<file path="src/rtl/fpu_pkg.sv">
// Shared FPU opcodes, response flag bit positions and opcode legality helper.
package fpu_pkg;

  typedef enum logic [3:0] {
    OP_ADD  = 4'd0,
    OP_SUB  = 4'd1,
    OP_MUL  = 4'd2,
    OP_DIV  = 4'd3,
    OP_IDLE = 4'hF
  } fpu_op_e;

  localparam int FLG_EXC = 0;
  localparam int FLG_OVF = 1;
  localparam int FLG_UNF = 2;
  localparam int FLG_ILL = 3;

  function automatic logic op_legal(input logic [3:0] op);
    return op <= 4'd3;
  endfunction

endpackage

</file>
<file path="src/rtl/fpu_rsp_fifo.sv">
// In-order response buffer with occupancy count; reads are from the registered head entry.
module fpu_rsp_fifo #(
  parameter int DEPTH = 4,
  parameter int W     = 40,
  localparam int PW   = (DEPTH > 1) ? $clog2(DEPTH) : 1,
  localparam int CW   = $clog2(DEPTH + 1)
) (
  input  logic          clk,
  input  logic          rst,
  input  logic          wr_en,
  input  logic [W-1:0]  wr_data,
  input  logic          rd_en,
  output logic [W-1:0]  rd_data,
  output logic          empty,
  output logic [CW-1:0] count
);

  logic [W-1:0]  mem_q [DEPTH];
  logic [PW-1:0] wr_ptr_q, wr_ptr_d, rd_ptr_q, rd_ptr_d;
  logic [CW-1:0] count_q, count_d;
  logic          full, do_rd;

  function automatic logic [PW-1:0] ptr_inc(input logic [PW-1:0] p);
    return (p == PW'(DEPTH - 1)) ? '0 : p + PW'(1);
  endfunction

  assign empty   = (count_q == '0);
  assign full    = (count_q == CW'(DEPTH));
  assign do_rd   = rd_en & ~empty;
  assign count   = count_q;
  assign rd_data = mem_q[rd_ptr_q];

  always_comb begin
    wr_ptr_d = wr_ptr_q;
    rd_ptr_d = rd_ptr_q;
    count_d  = count_q;
    if (wr_en) wr_ptr_d = ptr_inc(wr_ptr_q);
    if (do_rd) rd_ptr_d = ptr_inc(rd_ptr_q);
    case ({wr_en, do_rd})
      2'b10:   count_d = count_q + CW'(1);
      2'b01:   count_d = count_q - CW'(1);
      default: count_d = count_q;
    endcase
  end

  always_ff @(posedge clk) begin
    if (rst) begin
      wr_ptr_q <= '0;
      rd_ptr_q <= '0;
      count_q  <= '0;
    end else begin
      wr_ptr_q <= wr_ptr_d;
      rd_ptr_q <= rd_ptr_d;
      count_q  <= count_d;
    end
  end

  always_ff @(posedge clk) begin
    if (wr_en) mem_q[wr_ptr_q] <= wr_data;
  end

  // Upstream credit accounting guarantees space for every write.
  a_no_overflow: assert property (@(posedge clk) disable iff (rst) !(wr_en && full));

endmodule

</file>
<file path="src/rtl/fpu_issue_ctrl.sv">
// FPU core initiator: registered operand issue, fixed-latency capture pipe, credit-gated
// command acceptance and in-order tagged response return.
module fpu_issue_ctrl
  import fpu_pkg::*;
#(
  parameter int TAG_W     = 4,
  parameter int RSP_DEPTH = 4,
  parameter int FPU_LAT   = 1
) (
  input  logic             Clk,
  input  logic             Rst,
  input  logic             cmd_valid,
  output logic             cmd_ready,
  input  logic [3:0]       cmd_op,
  input  logic [31:0]      cmd_a,
  input  logic [31:0]      cmd_b,
  input  logic [TAG_W-1:0] cmd_tag,
  output logic [31:0]      fpu_a,
  output logic [31:0]      fpu_b,
  output logic [3:0]       fpu_op,
  input  logic [31:0]      fpu_result,
  input  logic             fpu_exc,
  input  logic             fpu_ovf,
  input  logic             fpu_unf,
  output logic             rsp_valid,
  input  logic             rsp_ready,
  output logic [31:0]      rsp_result,
  output logic [3:0]       rsp_flags,
  output logic [TAG_W-1:0] rsp_tag,
  output logic [15:0]      err_cnt
);

  localparam int ENT_W = 32 + 4 + TAG_W;
  localparam int CNT_W = $clog2(RSP_DEPTH + 1);
  localparam int SUM_W = $clog2(RSP_DEPTH + FPU_LAT + 2);

  logic [31:0]                fpu_a_q, fpu_a_d, fpu_b_q, fpu_b_d;
  logic [3:0]                 fpu_op_q, fpu_op_d;
  logic [FPU_LAT:0]           vld_pipe_q, vld_pipe_d, ill_pipe_q, ill_pipe_d;
  logic [FPU_LAT:0][TAG_W-1:0] tag_pipe_q, tag_pipe_d;
  logic [15:0]                err_cnt_q, err_cnt_d;
  logic                       fire, legal, cap, pop, fifo_empty;
  logic [CNT_W-1:0]           fifo_cnt;
  logic [SUM_W-1:0]           inflight;
  logic [31:0]                cap_result;
  logic [3:0]                 cap_flags;
  logic [ENT_W-1:0]           rd_data;

  always_comb begin
    inflight = '0;
    for (int i = 0; i <= FPU_LAT; i++) inflight = inflight + SUM_W'(vld_pipe_q[i]);
  end

  // Credits come only from registered occupancy, so a pop frees a slot one cycle later.
  assign cmd_ready = ~Rst & ((SUM_W'(fifo_cnt) + inflight) < SUM_W'(RSP_DEPTH));
  assign fire      = cmd_valid & cmd_ready;
  assign legal     = op_legal(cmd_op);

  always_comb begin
    fpu_a_d  = '0;
    fpu_b_d  = '0;
    fpu_op_d = OP_IDLE;
    if (fire) begin
      fpu_a_d  = cmd_a;
      fpu_b_d  = cmd_b;
      fpu_op_d = legal ? cmd_op : OP_IDLE;
    end
    vld_pipe_d = {vld_pipe_q[FPU_LAT-1:0], fire};
    ill_pipe_d = {ill_pipe_q[FPU_LAT-1:0], fire & ~legal};
    tag_pipe_d = {tag_pipe_q[FPU_LAT-1:0], cmd_tag};
  end

  // Last pipe stage lines up with the core's registered output for that command.
  assign cap = vld_pipe_q[FPU_LAT];

  always_comb begin
    cap_result = fpu_result;
    cap_flags  = '0;
    if (ill_pipe_q[FPU_LAT]) begin
      cap_result         = '0;
      cap_flags[FLG_ILL] = 1'b1;
    end else begin
      cap_flags[FLG_EXC] = fpu_exc;
      cap_flags[FLG_OVF] = fpu_ovf;
      cap_flags[FLG_UNF] = fpu_unf;
    end
    err_cnt_d = err_cnt_q;
    if (cap && (cap_flags != '0) && (err_cnt_q != 16'hFFFF)) err_cnt_d = err_cnt_q + 16'd1;
  end

  always_ff @(posedge Clk) begin
    if (Rst) begin
      fpu_a_q    <= '0;
      fpu_b_q    <= '0;
      fpu_op_q   <= OP_IDLE;
      vld_pipe_q <= '0;
      ill_pipe_q <= '0;
      tag_pipe_q <= '0;
      err_cnt_q  <= '0;
    end else begin
      fpu_a_q    <= fpu_a_d;
      fpu_b_q    <= fpu_b_d;
      fpu_op_q   <= fpu_op_d;
      vld_pipe_q <= vld_pipe_d;
      ill_pipe_q <= ill_pipe_d;
      tag_pipe_q <= tag_pipe_d;
      err_cnt_q  <= err_cnt_d;
    end
  end

  fpu_rsp_fifo #(
    .DEPTH (RSP_DEPTH),
    .W     (ENT_W)
  ) u_rsp_fifo (
    .clk     (Clk),
    .rst     (Rst),
    .wr_en   (cap),
    .wr_data ({cap_result, cap_flags, tag_pipe_q[FPU_LAT]}),
    .rd_en   (pop),
    .rd_data (rd_data),
    .empty   (fifo_empty),
    .count   (fifo_cnt)
  );

  assign rsp_valid = ~fifo_empty;
  assign pop       = rsp_valid & rsp_ready;
  assign {rsp_result, rsp_flags, rsp_tag} = rd_data;
  assign fpu_a   = fpu_a_q;
  assign fpu_b   = fpu_b_q;
  assign fpu_op  = fpu_op_q;
  assign err_cnt = err_cnt_q;

endmodule

</file>
<file path="config.mk">
export PLATFORM = sky130hd
export DESIGN_NAME = fpu_issue_ctrl
export DESIGN_NICKNAME = d
export VERILOG_FILES = /design/src/rtl/fpu_pkg.sv /design/src/rtl/fpu_rsp_fifo.sv /design/src/rtl/fpu_issue_ctrl.sv
export SDC_FILE = /design/constraint.sdc
export NUM_CORES = 1
export LEC_CHECK = 0
export ABC_CLOCK_PERIOD_IN_PS = 2800
export CORE_MARGIN = 2
export CORE_UTILIZATION = 38
export CTS_BUF_LIST = sky130_fd_sc_hd__clkbuf_16
export CTS_CLUSTER_SIZE = 40
export DETAILED_ROUTE_END_ITERATION = 16
export MAX_ROUTING_LAYER = met4
export SYNTH_ARGS = -nofsm -noshare
export SYNTH_HDL_FRONTEND = slang
export SYNTH_SLANG_ARGS = --single-unit
</file>
<file path="constraint.sdc">
create_clock -name Clk -period 2.8 [get_ports Clk]
set_clock_uncertainty 0.15 [all_clocks]
set_input_delay 0.84 -clock Clk [delete_from_list [all_inputs] [get_ports Clk]]
set_output_delay 0.84 -clock Clk [all_outputs]
set_load 0.01 [all_outputs]
</file>
==> flow_metrics.tcl, run 1 <==
set metrics [dict create \
    cp_cell_sequence "buf_12 > buf_6 > mux4_2 > buf_6" \
    dr.pass1.iters 4 \
    dieArea_sq_mm 0.0265 \
    grt_overflow 0 \
    slew_viol_final 0 \
    synth_edf_count 160 \
    post-route-util 0.538 \
    start_util 0.383 \
    final_common_cell "clkdlybuf4s50_1" \
    via_per_inst 4.72 \
    cts_root_buffer "clkbuf_16" \
    track_usage 0.168 \
    yosys_warnings 0 \
    ys_async_sr_fraction 0 \
    die_x_microns 163 \
    worstMarginPinSlew_ps 644 \
    wl_microns 21500 \
    rows 58 \
    synthToLayoutAreaGrowth_pct 40.3 \
    clock-sinks 265 \
    leakage_nw 4.71 \
    cp_common_cell "buf_6" \
    rsz0062_at_grt "yes" \
    peakVddDrop_mv 0.410 \
    final_cell_mix "clkdlybuf4s50_1, edfxtp_1, dfxtp_1, and2_1, nor2b_1" \
    powerDensity_mw_per_mm2 698 \
    io-pin-count 237 \
    worstSetupEndpointType "output pin" \
    grt_pass1_vias 6200 \
    dp_slack_ps -327 \
    grt_pass1_wl_microns 33300 \
    hpwlAfterDp_microns 14000 \
    worstPathMaxFanout 7 \
    ys_types 45 \
    max_freq_ghz 0.354 \
    nets 967 \
    slowest_stage "mux4_2" \
    finalHoldViolations 0 \
    syn_area_per_cell_sq_um 16.7 \
    slowest_delay_ps 510 \
    drt_iter0_drc 313 \
    status "finished, violations left" \
    maxCapViolCount 0 \
    path_clk_slew_ps 60 \
    ys_ff_latch 265 \
    yosys.area.top_type "edfxtp_1" \
    violations "negative setup slack" \
    fin_ws_ps -28.0 \
    timing.final.crit_period_ps 2830 \
    hp-class "reg -> reg" \
    htreeDepth 1 \
    synth_cells 573 \
    p_total_mw 9.37 \
    synthFlopType "edfxtp_1" \
    synth_area_sq_mm 0.00957 \
    place_congestion 0.821 \
    wl_per_cell_microns 17.9 \
    synth_nets 693 \
    worst-path-buf-inv 3 \
    setup_viol 8 \
    synthTopCellsByArea "edfxtp_1, dfxtp_1, mux4_2, and2_1, nor2b_1" \
    cp.required_ps 1810 \
    clk_latency_ps 520 \
    remaining_drc_errors 0 \
    cts_buffers 28 \
    core_sq_mm 0.0250 \
    final_layout_size_suffix_gt1_frac 0.205 \
    clockBufferDepth 3 \
    detail-route-antenna-nets 0 \
    ys_seq_area_frac 0.722 \
    die_h_microns 163 \
    antenna_cells 0 \
    crit_family "multiplexers" \
    synth_top_area_frac 0.502 \
    crit_type "reg -> out" \
    port_buffers 236 \
    relSlewSlack 0.570 \
    cp-start-kind "flip-flop" \
    antenna_found_initial 0 \
    fin_crit_sh 1.01 \
    cts_tree "yes" \
    grt_max_degree 59 \
    crit_arrival_ps 1840 \
    vias 5654 \
]
-- synth_stat cells, types with 2 or more instances --
cell      number
nor2b_1       46
xor2_1         2
o21ai_0        4
nand2b_1       2
o31ai_1        4
mux2_1         3
dfxtp_1      105
nor2_1        14
nor3_1         7
nand2_1       11
a21oi_1       14
buf_2          5
nor4b_1        2
nand3_1        5
mux4_2        40
and2b_1        5
and2_1        68
nor4_1         4
edfxtp_1     160
ha_1           8
inv_1         10
nand3b_1       2
mux2i_1        3
buf_6          9
or4_1          4
nand4_1        3
or3_1          5
clkbuf_1      11
-- stage by stage --
stage | std cells | setup TNS (ps) | cell area, sq um | hold slack, ps
2_1_floorplan | 573 | 0 | 9570 | 264
3_3_place_gp | 1136 | -581 | 12400 | 271
3_5_place_dp | 1136 | -1200 | 12400 | 270
4_1_cts | 1201 | -3190 | 13400 | 284
5_1_grt | 1199 | -2210 | 13400 | 298
6_report | 1199 | -123 | 13400 | 282
-- per-layer routing --
metal	GRT usage	vias up	wire length, microns
met5	-	-	0
met4	0.0322	0	212
met3	0.0458	19	1570
met2	0.293	180	11200
met1	0.196	2782	8500
li1	-	2673	-
-- sequential cells by signal, indices dropped and copies added, names as in the netlist, 3 cells and up, named ones only --
register,cells
fpu_a,32
u_rsp_fifo.count,3
fpu_b,32
u_rsp_fifo.mem_q,160
tag_pipe_q,4
fpu_op,4
err_cnt,16
tag_pipe_d,4
-- layout make-up --
type                            instances  area (sq um)
Timing Repair Buffer                  270          2690
Fill cell                            2063         11500
Sequential cell                       265          6920
Inverter                               10          37.5
Tap cell                              330           413
Clock inverter                         22           129
Clock buffer                           30           751
Multi-Input combinational cell        272          2490
-- repair_timing --
action	4_1_cts	5_1_grt
pin swaps	0	3
resized for setup	171	32
gates cloned	3	0
hold buffers	0	0
setup buffers	11	2
setup endpoints to repair	42	37
-- kinds of logic (layout without fill, tap and decap cells) --
| family | Yosys count | after routing | synth area share |
|---|---|---|---|
| adder cells (fa/ha/maj) | 9 | 9 | 0.0126 |
| flip-flops | 265 | 265 | 0.722 |
| multiplexers | 47 | 47 | 0.102 |
| XOR/XNOR | 2 | 2 | 0.00183 |
| AND/OR/NAND/NOR | 186 | 186 | 0.120 |
| AO/OA/AOI/OAI | 28 | 28 | 0.0199 |
| buffers and inverters | 36 | 332 | 0.0218 |
-- final timing paths --
kind	from	cells past startpoint	slack [ps]	end
max	flip-flop	4	-30	rsp_result[29]
min	tag_pipe_d[5]	1	280	tag_pipe_q[5]
max reg2reg	u_rsp_fifo.count[0]	10	510	u_rsp_fifo.count[2]
min reg2reg	tag_pipe_d[5]	1	280	tag_pipe_q[5]
-- where the power goes --
group	internal [mW]	leakage, nW	switching (mW)
combinational	0.940	1.94	0.648
clock	2.02	0.455	1.43
sequential	4.27	2.31	0.0692
(Power assumes the default switching activity.)
==> run 2, diff against run 1 <==
--- a/config.mk
+++ b/config.mk
@@ -11,6 +11,7 @@
 export CTS_BUF_LIST = sky130_fd_sc_hd__clkbuf_16
 export CTS_CLUSTER_SIZE = 40
 export DETAILED_ROUTE_END_ITERATION = 16
+export HOLD_SLACK_MARGIN = 0.08
 export MAX_ROUTING_LAYER = met4
 export SYNTH_ARGS = -nofsm -noshare
 export SYNTH_HDL_FRONTEND = slang
==> results of run 2 <==
The final DEF is identical to that of run 1; final timing and power are the same.
